$ cat config.mk
export PLATFORM = sky130hd
export DESIGN_NAME = operand_hit_detector
export DESIGN_NICKNAME = d
export VERILOG_FILES = /design/src/rtl/operand_hit_detector.sv
export SDC_FILE = /design/constraint.sdc
export NUM_CORES = 1
export LEC_CHECK = 0
export CAP_MARGIN = 20
export CORE_MARGIN = 2
export CORE_UTILIZATION = 50
export DETAILED_ROUTE_END_ITERATION = 10
export PLACE_DENSITY = 0.82
export SYNTH_ARGS = -nofsm -noshare
export SYNTH_HDL_FRONTEND = slang
export SYNTH_SLANG_ARGS = --single-unit
$ cat constraint.sdc
create_clock -name clk -period 1.8 [get_ports clk]
set_clock_uncertainty 0.05 [all_clocks]
set_input_delay 0.36 -clock clk [delete_from_list [all_inputs] [get_ports clk]]
set_output_delay 0.36 -clock clk [all_outputs]
set_load 0.005 [all_outputs]
$ cat src/rtl/operand_hit_detector.sv
// operand_hit_detector
//   Turns pixel-level overlap between the player sprite and the two operand
//   sprites into exactly one hit pulse per contact. Overlap is accumulated over
//   a frame and judged at the next startOfFrame. After a hit, the operand
//   ignores further contact for COOLDOWN_FRAMES frames. The player must then
//   leave the operand for one full frame before the operand can be hit again.
//
// Ports
//   clk           system clock
//   resetN        synchronous reset, active HIGH despite the name
//   startOfFrame  one-cycle frame-start pulse from the VGA controller
//   playerDR      player drawing request for the current pixel
//   operandDR     per-operand drawing request (bit 0 plus, bit 1 minus)
//   singleHit     one-cycle hit pulse per operand, the cycle after evaluation
//   hitCount      saturating hit count per operand ([j] is operand j)
//   armed         operand FSM is in IDLE and a hit would be accepted
//
// Handshake: there is no back-pressure. A pulse on singleHit[j] is valid for
// exactly one clk and must be consumed in that cycle. hitCount[j] already
// includes that hit in the same cycle.
module operand_hit_detector #(
  parameter int unsigned COOLDOWN_FRAMES = 450,
  parameter int unsigned CNT_W           = 8
) (
  input  logic                  clk,
  input  logic                  resetN,
  input  logic                  startOfFrame,
  input  logic                  playerDR,
  input  logic [1:0]            operandDR,
  output logic [1:0]            singleHit,
  output logic [1:0][CNT_W-1:0] hitCount,
  output logic [1:0]            armed
);

  // Counter wide enough to hold COOLDOWN_FRAMES. A value of 0 is not supported.
  localparam int CD_W = (COOLDOWN_FRAMES < 2) ? 1 : $clog2(COOLDOWN_FRAMES + 1);
  localparam logic [CD_W-1:0] CD_LOAD = CD_W'(COOLDOWN_FRAMES);
  localparam logic [CD_W-1:0] CD_ONE  = CD_W'(1);

  typedef enum logic [1:0] {
    ST_IDLE         = 2'd0,
    ST_COOLDOWN     = 2'd1,
    ST_WAIT_RELEASE = 2'd2
  } state_e;

  state_e            state_q [2];
  state_e            state_d [2];
  logic [CD_W-1:0]   cnt_q   [2];
  logic [CD_W-1:0]   cnt_d   [2];
  logic [1:0]        cf_q, cf_d;
  logic [1:0]        hit_q, hit_d;
  logic [1:0]        armed_q, armed_d;
  logic [1:0][CNT_W-1:0] hit_cnt_q, hit_cnt_d;

  logic [1:0] overlap;
  logic [1:0] frame_hit;

  assign overlap   = {2{playerDR}} & operandDR;
  // An overlap in the startOfFrame cycle still belongs to the ending frame.
  assign frame_hit = cf_q | overlap;

  // Contact flags. At a frame boundary the flag restarts from this cycle's
  // overlap, so a startOfFrame-cycle overlap counts in both frames.
  always_comb begin
    cf_d = cf_q | overlap;
    if (startOfFrame) begin
      cf_d = overlap;
    end
  end

  // Next-state logic. Each FSM moves only on startOfFrame.
  always_comb begin
    for (int j = 0; j < 2; j++) begin
      state_d[j] = state_q[j];
      cnt_d[j]   = cnt_q[j];
      if (startOfFrame) begin
        case (state_q[j])
          ST_IDLE: begin
            if (frame_hit[j]) begin
              state_d[j] = ST_COOLDOWN;
              cnt_d[j]   = CD_LOAD;
            end
          end
          ST_COOLDOWN: begin
            cnt_d[j] = cnt_q[j] - CD_ONE;
            if (cnt_q[j] == CD_ONE) begin
              state_d[j] = ST_WAIT_RELEASE;
            end
          end
          ST_WAIT_RELEASE: begin
            if (!frame_hit[j]) begin
              state_d[j] = ST_IDLE;
            end
          end
          default: begin
            state_d[j] = ST_IDLE;
            cnt_d[j]   = '0;
          end
        endcase
      end
    end
  end

  // Output logic: pulse, saturating count and armed flag, all registered.
  always_comb begin
    for (int j = 0; j < 2; j++) begin
      hit_d[j]     = startOfFrame && (state_q[j] == ST_IDLE) && frame_hit[j];
      hit_cnt_d[j] = hit_cnt_q[j];
      if (hit_d[j] && (hit_cnt_q[j] != {CNT_W{1'b1}})) begin
        hit_cnt_d[j] = hit_cnt_q[j] + CNT_W'(1);
      end
      armed_d[j] = (state_d[j] == ST_IDLE);
    end
  end

  // State register.
  always_ff @(posedge clk) begin
    if (resetN) begin
      for (int j = 0; j < 2; j++) begin
        state_q[j] <= ST_IDLE;
        cnt_q[j]   <= '0;
      end
      cf_q      <= '0;
      hit_q     <= '0;
      armed_q   <= 2'b11;
      hit_cnt_q <= '0;
    end else begin
      for (int j = 0; j < 2; j++) begin
        state_q[j] <= state_d[j];
        cnt_q[j]   <= cnt_d[j];
      end
      cf_q      <= cf_d;
      hit_q     <= hit_d;
      armed_q   <= armed_d;
      hit_cnt_q <= hit_cnt_d;
    end
  end

  assign singleHit = hit_q;
  assign hitCount  = hit_cnt_q;
  assign armed     = armed_q;

endmodule

==> results.rst, run 1 <==
.. list-table::
   :header-rows: 1

   * - Metric
     - Value
   * - Total of fill cells in the finished design
     - 382
   * - Initial core utilization
     - 51.3%
   * - FMAX
     - 0.569 GHz
   * - Final standard cell utilization of the core
     - 66.8%
   * - Worst Setup Slack post-DPL
     - -523 ps
   * - TritonCTS clock tree
     - built
   * - Cell depth of the worst flop-to-flop path
     - 4
   * - Post-CTS Repair Setup Buffers
     - 0
   * - Final weighted congestion of routability-driven global placement
     - 0.852
   * - Total DRC errors in the routed layout
     - 0
   * - Die span in x
     - 70.6 µm
   * - Design Power
     - 0.00211 W
   * - Clock network latency to the later pin of the worst-skew pair
     - 290 ps
   * - Number of pins with negative max-slew slack in the final report
     - 0
   * - Data arrival time of the critical path
     - 1940 ps
   * - Slew Limit Headroom
     - 72.0%
   * - Power per cell area
     - 729 mW/mm²
   * - Min-delay worst type
     - reg2reg
   * - GRT Residual Overflow
     - 0
   * - Maximum resistive drop on vdd
     - 0.511 mV
   * - Nets
     - 342
   * - Unrepaired setup endpoints after global routing
     - no
   * - Number of distinct library cells after synthesis
     - 46
   * - Count of mapped cells out of synthesis
     - 274
   * - Antenna violations before repair
     - 0
   * - Startpoint of the worst register-to-register path
     - state_q[0][3]
   * - Post-synthesis net count
     - 286
   * - Clock-pin transition on the worst setup and hold timing paths
     - 80 ps
   * - Via count of the first global-routing pass
     - 2045
   * - Top-level port count
     - 26
   * - Pre-antenna DRT Iters
     - 4
   * - Netlist Area Pre-Place
     - 0.00222 mm²
   * - Leak Pwr
     - 1.08 nW
   * - Iteration-0 DRC count of the detailed router
     - 227
   * - Crit path capture type
     - flop
   * - Total of buffers placed on input and output ports
     - 25
   * - Half-perimeter wire length after placement
     - 3900 µm
   * - Signed area change from the synthesized netlist to the final layout
     - 30.3%
   * - Top FF cell, synth
     - dfxtp_1
   * - Number of warnings issued by yosys
     - 0
   * - Shortest period the worst path allows
     - 1760 ps
   * - Internal power component
     - 0.00154 W
   * - Worst Setup Start Kind
     - input port
   * - Crit path to
     - hitCount[11]
   * - Post-DR wirelength/cell
     - 13.9 µm
   * - Area used by sequential logic in the layout
     - 883 µm²
   * - Number of levels the H-tree was split into
     - 2
   * - Switching portion of total power
     - 26.9%
   * - Part of the Yosys area used for sequential elements
     - 39.7%
   * - Maximum number of pins on one net before global-route repair
     - 38
   * - Reg-to-reg slack, setup
     - 50 ps
   * - Required time at the endpoint of the critical path
     - 1980 ps
   * - Number of antenna repair diodes
     - 0
   * - Wire length of the first global-routing pass
     - 9020 µm
   * - Via-per-instance ratio
     - 5.82
   * - Clock buffer depth
     - 2
   * - Total Negative Setup Slacks
     - 0 ps
   * - Num CTS Buffers
     - 5
   * - Sw power
     - 0.000565 W
   * - Run status
     - finished clean
   * - Clock share of power
     - 30.2%
   * - Worst hold slack
     - 452 ps
   * - Clock root buffer master
     - clkbuf_8
   * - Final setup viols
     - 0
   * - Setup slack after layout
     - 43.6 ps
   * - Comb power frac
     - 19.7%
   * - Worst-path fanout max
     - 8
   * - CP startpoint
     - operandDR[1]
   * - Row count
     - 24
   * - Seq pwr share
     - 50.2%
   * - Total number of vias
     - 2228
   * - Overall track demand over capacity in global routing
     - 22.2%
   * - Max cap viols
     - 0
   * - DIE AREA
     - 0.00499 mm²
   * - Period Utilization, post-route
     - 97.6%
   * - Multi-input gate area
     - 0.00129 mm²
   * - Routed wire length
     - 5310 µm
   * - Number of enable-type register cells in the synthesized netlist
     - 0
   * - Fraction of layout cells with a size suffix above 1
     - 17.8%
   * - Number of hold violations in the final report
     - 0
   * - Remaining antenna violation count after routing
     - 0
   * - Worst slew pin tran
     - 415 ps
   * - Average footprint of a synthesized cell
     - 8.10 µm²
   * - Worst reg2reg path endpoint
     - hitCount[11]
   * - Ys async rst share
     - 0%
   * - Number of storage elements in the synthesis netlist
     - 44
   * - Floorplan die height
     - 70.6 µm
   * - Crit path kind
     - in2reg
   * - Std-Cell Core Area
     - 0.00432 mm²
   * - Sink count of the clock tree
     - 44
==> state kept, by name, summed over array words and instances (netlist names) <==
name and cells:
cnt_q 18, singleHit 2, armed 2, hitCount 16, state_q 4, cf_q 2
==> per-layer routing <==
metal  share of wire [%]  GRT usage [%]  wire (µm)  up-vias
met4                 1.5           8.18         81        0
met3                 4.2           4.99        221        8
met1                  46           28.9       2450     1048
li1                    -              -          -     1120
met2                  48           36.3       2560       52
met5                   0              0          0        -
==> cells in the final DEF (no fill, tap or decap), types with 3 or more instances in the layout <==
| cell | n |
|---|---|
| a22oi_1 | 3 |
| nor3_1 | 7 |
| o31ai_1 | 3 |
| nand4_1 | 3 |
| buf_4 | 32 |
| nor4_1 | 7 |
| a21o_1 | 3 |
| nand3_1 | 12 |
| o21ai_0 | 18 |
| ha_1 | 6 |
| clkbuf_8 | 6 |
| nor3b_1 | 3 |
| nor2_1 | 34 |
| o21ai_1 | 3 |
| nand2_1 | 21 |
| nor2b_1 | 4 |
| nand2b_1 | 4 |
| dfxtp_1 | 42 |
| nand3b_1 | 4 |
| a211oi_1 | 3 |
| inv_1 | 10 |
| a31o_2 | 3 |
| mux2_2 | 3 |
| o211ai_1 | 3 |
| mux2i_1 | 4 |
| a31oi_1 | 3 |
| clkdlybuf4s50_1 | 23 |
| a21oi_1 | 24 |
==> worst min-delay path by stage <==
| stage | start | to | cells after the start |
|---|---|---|---|
| 4_1_cts | cnt_q[0][6] | cnt_q[0][6] | 2 |
| 3_5_place_dp | cnt_q[0][6] | cnt_q[0][6] | 2 |
| 3_3_place_gp | cnt_q[0][6] | cnt_q[0][6] | 2 |
| 5_1_grt | cnt_q[0][6] | cnt_q[0][6] | 2 |
| 6_report | hitCount[1] | hitCount[1] | 2 |
| 2_1_floorplan | cnt_q[0][6] | cnt_q[0][6] | 2 |
==> power groups by stage <==
stage | registers (W) | logic (W) | clock network (W)
2_1_floorplan | 0.00107 | 0.000224 | 0
3_3_place_gp | 0.00108 | 0.000392 | 0
3_5_place_dp | 0.00108 | 0.000402 | 0
4_1_cts | 0.00105 | 0.000408 | 0.000651
5_1_grt | 0.00106 | 0.000455 | 0.000698
6_report | 0.00106 | 0.000415 | 0.000635
==> critical path: stages <==
cell             delay, ps
clkdlybuf4s50_1        520
a21oi_1                110
or2_4                  300
or4_4                  510
a21oi_2                140
==> layout make-up <==
type	instances	share of cell area, %
Clock buffer	8	3.12
Inverter	10	1.30
Timing Repair Buffer	59	18.1
Sequential cell	44	30.6
Multi-Input combinational cell	210	44.7
Tap cell	52	2.25
==> cells by family after synthesis <==
logic type | after synthesis | share of synthesized area (%)
simple gates | 118 | 27.9
fa+ha+maj | 6 | 3.38
mux | 7 | 3.33
compound gates | 79 | 22.2
buf+inv | 20 | 3.44
flops | 44 | 39.7
==> stage by stage <==
stage	std cells	area, µm²
3_3_place_gp	375	2770
2_1_floorplan	274	2220
6_report	383	2890
3_5_place_dp	375	2770
5_1_grt	383	2890
4_1_cts	383	2870
==> repair_timing <==
action	CTS	global route
pin swaps	3	5
endpoints found under the setup margin	14	15
gates resized for setup	4	11
hold buffers	0	0
==> cell usage after synthesis (all sizes together) (3+ instances only) <==
cell / count / share of area, %
a21oi: 25 / 5.6
o31ai: 3 / 1.0
nor3: 7 / 1.6
a22oi: 3 / 1.0
dfxtp: 44 / 40
nor2b: 4 / 1.1
nand3: 12 / 2.7
mux2i: 4 / 1.8
nor3b: 3 / 1.0
nor4: 8 / 2.3
a31o: 3 / 1.2
inv: 10 / 1.7
nor2: 34 / 5.8
nand3b: 4 / 1.4
mux2: 3 / 1.5
a21o: 3 / 1.0
clkbuf: 10 / 1.7
a211oi: 4 / 1.4
ha: 6 / 3.4
o21ai: 22 / 5.0
a31oi: 3 / 0.85
nand4: 3 / 0.85
nand2b: 4 / 1.1
o211ai: 3 / 1.0
nand2: 21 / 3.6
or3b: 3 / 1.2
or4b: 3 / 1.4
No activity file was read; power rests on OpenSTA's default activity.
==> run 2, diff against run 1 <==
- ABC_CLOCK_PERIOD_IN_PS: unset -> 1800
==> results of run 2 <==
No change in the layout: final DEF, timing and power equal those of run 1.
==> run 3, diff against run 2 <==
- ABC_AREA: unset -> 1
==> results.rst, run 3 <==
.. list-table::
   :header-rows: 1

   * - Metric
     - Value
   * - Sink count of the clock tree
     - 44
   * - Via-per-instance ratio
     - 4.92
   * - Number of hold violations in the final report
     - 0
   * - Max reg flops
     - 18
   * - Die span in x
     - 73.6 µm
   * - Total Negative Setup Slacks
     - 0 ps
   * - Routed wire length
     - 4900 µm
   * - Average footprint of a synthesized cell
     - 6.42 µm²
   * - Overall track demand over capacity in global routing
     - 19.6%
   * - Slew Limit Headroom
     - 76.7%
   * - Number of antenna repair diodes
     - 0
   * - Remaining antenna violation count after routing
     - 0
   * - Post-synthesis net count
     - 389
   * - TritonCTS clock tree
     - built
   * - FMAX
     - 0.589 GHz
   * - Initial core utilization
     - 51.6%
   * - Number of warnings issued by yosys
     - 0
   * - Largest delay share family, worst path
     - buffers and inverters
   * - Nets
     - 429
   * - Cell with the largest stage delay on the worst path
     - clkdlybuf4s50_1
   * - GRT Residual Overflow
     - 0
   * - DIE AREA
     - 0.00541 mm²
   * - Critical path, cell by cell
     - clkdlybuf4s50_1
   * - Shortest period the worst path allows
     - 1700 ps
   * - Number of storage elements in the synthesis netlist
     - 44
   * - Fraction of layout cells with a size suffix above 1
     - 9.09%
   * - Top FF cell, synth
     - dfxtp_1
   * - Iteration-0 DRC count of the detailed router
     - 172
   * - Netlist Area Pre-Place
     - 0.00242 mm²
   * - Part of the Yosys area used for sequential elements
     - 36.4%
   * - Period Utilization, post-route
     - 94.3%
   * - Worst slew pin tran
     - 348 ps
   * - Proportion of netlist area held by the largest area contributor
     - 36.4%
   * - Register containing the most flip-flops in the final layout
     - cnt_q
   * - Maximum number of pins on one net before global-route repair
     - 25
   * - Total of fill cells in the finished design
     - 401
   * - Top-count cell post-synth
     - nand2_1
   * - Top cell types by occurrence after synthesis
     - nand2_1, nor2_1, inv_1, dfxtp_1, nand3_1
   * - Final standard cell utilization of the core
     - 62.4%
   * - Number of distinct library cells after synthesis
     - 28
   * - Number of enable-type register cells in the synthesized netlist
     - 0
   * - Power per cell area
     - 753 mW/mm²
   * - Largest stage delay on the critical path
     - 540 ps
   * - Total number of vias
     - 2323
   * - Count of mapped cells out of synthesis
     - 377
   * - Floorplan die height
     - 73.6 µm
   * - Clock buffer depth
     - 2
   * - Via count of the first global-routing pass
     - 2079
   * - Leak Pwr
     - 1.38 nW
   * - Clock root buffer master
     - clkbuf_8
   * - Count of hold buffers inserted by post-cts repair
     - 0
   * - Area used by sequential logic in the layout
     - 881 µm²
   * - Top cells by area in the synthesized netlist
     - dfxtp_1, nand2_1, nor2_1
   * - Clock network latency to the later pin of the worst-skew pair
     - 300 ps
   * - Comb power frac
     - 21.2%
   * - Total of buffers placed on input and output ports
     - 25
   * - Switching portion of total power
     - 30.3%
   * - Worst Setup Start Kind
     - flop
   * - Sw power
     - 0.000669 W
   * - Wire length of the first global-routing pass
     - 8420 µm
   * - Row count
     - 25
   * - Commonest non-fill, non-tap cell in the layout
     - nand2_1
   * - Half-perimeter wire length after placement
     - 3660 µm
   * - Clock share of power
     - 29.9%
   * - Clock-pin transition on the worst setup and hold timing paths
     - 80 ps
   * - Worst-path fanout max
     - 6
   * - Min-delay worst type
     - reg2reg
   * - Signed area change from the synthesized netlist to the final layout
     - 20.9%
   * - Top cell type by total area after synthesis
     - dfxtp_1
   * - Post-CTS Repair Setup Buffers
     - 0
   * - Buf/Inv on CP
     - 1
   * - Top-level port count
     - 26
   * - Run status
     - finished clean
   * - Maximum resistive drop on vdd
     - 0.386 mV
   * - Number of pins with negative max-slew slack in the final report
     - 0
   * - Pre-antenna DRT Iters
     - 4
   * - Final weighted congestion of routability-driven global placement
     - 0.846
   * - Leading cell types in the layout, fill and taps excluded
     - nand2_1, nor2_1, inv_1
   * - Max cap viols
     - 0
   * - Ys async rst share
     - 0%
   * - Crit path capture type
     - output port
   * - Data arrival time of the critical path
     - 1290 ps
   * - Count of instances resized after the clock tree is built
     - 0
   * - Multi-input gate area
     - 0.00128 mm²
   * - Post-DR wirelength/cell
     - 10.4 µm
   * - Internal power component
     - 0.00153 W
   * - Antenna violations before repair
     - 0
   * - Number of levels the H-tree was split into
     - 2
   * - Num CTS Buffers
     - 5
   * - Design Power
     - 0.00220 W
   * - Total DRC errors in the routed layout
     - 0
   * - Seq pwr share
     - 48.9%
   * - Required time at the endpoint of the critical path
     - 1390 ps
   * - Final setup viols
     - 0
   * - Unrepaired setup endpoints after global routing
     - no
   * - Crit path kind
     - reg2out
   * - Std-Cell Core Area
     - 0.00469 mm²
## run 3: changes by cell type in the layout (fill, tap and decap cells not counted), moves of 4 or more
cell | previous run | this run
nand2b_1 | 4 | 0
o21ai_0 | 18 | 12
nor3_1 | 7 | 2
mux2i_1 | 4 | 0
nand2_1 | 21 | 114
nor4_1 | 7 | 0
nand3_1 | 12 | 29
buf_4 | 32 | 13
inv_1 | 10 | 53
xor2_1 | 0 | 5
nor2_1 | 34 | 55
nor2b_1 | 4 | 0
## run 3: cells by family (layout without fill, tap and decap cells)
| kind of cell | count (synthesis) | after routing | share of synthesized area [%] |
|---|---|---|---|
| simple gates | 212 | 212 | 36.9 |
| buf+inv | 62 | 103 | 10.6 |
| compound gates | 48 | 48 | 11.2 |
| flops | 44 | 44 | 36.4 |
| fa+ha+maj | 6 | 6 | 3.10 |
| xor+xnor | 5 | 5 | 1.81 |
## run 3: final cells by class
class / instances / area share (%)
clock buffers: 6 / 2.82
clock inverters: 2 / 0.470
inverters: 55 / 7.23
multi-input cells: 271 / 43.8
flip-flops and latches: 44 / 30.1
well taps: 54 / 2.31
repair buffers: 40 / 13.3
## run 3: per-layer routing
metal / wire [µm] / share of wire, % / global-route usage, %
met3: 185 / 3.8 / 3.70
met1: 2420 / 49 / 25.0
met5: 0 / 0 / 0
met2: 2220 / 45 / 33.5
met4: 69 / 1.4 / 6.06
## run 3: path summary, 6_finish.rpt
path	cells past startpoint	endpoint	slack (ps)	from
worst max register to register	8	hitCount[9]	250	hitCount[8]
worst min register to register	2	cf_q[1]	420	cf_q[1]
worst min-delay path	2	cf_q[1]	420	cf_q[1]
worst max-delay path	1	hitCount[6]	100	hitCount[6]
## run 3: worst register-to-register path: stages, from the launching register on
cell	delay [ps]
dfxtp_1	410
ha_1	230
nand2_1	90
nor2_1	200
nand2_1	120
nand2_4	140
inv_6	60
nor2_1	90
nor2_1	50
## run 3: through the flow
step	instance area (µm²)	std cells	setup slack, ps	hold slack (ps)
after floorplan	2420	377	433	389
after global placement	2830	464	-3.37	398
after detailed placement	2830	464	-19.4	407
after CTS	2930	472	83.8	419
after global routing	2930	472	46.4	445
final	2930	472	103	418
## run 3: power groups by stage
stage / Clock (W) / Combinational [W] / Sequential, W
CTS: 0.000687 / 0.000466 / 0.00108
floorplan: 0 / 0.000328 / 0.00109
finish: 0.000659 / 0.000467 / 0.00108
global route: 0.000714 / 0.000530 / 0.00109
global placement: 0 / 0.000450 / 0.00110
detailed placement: 0 / 0.000463 / 0.00110
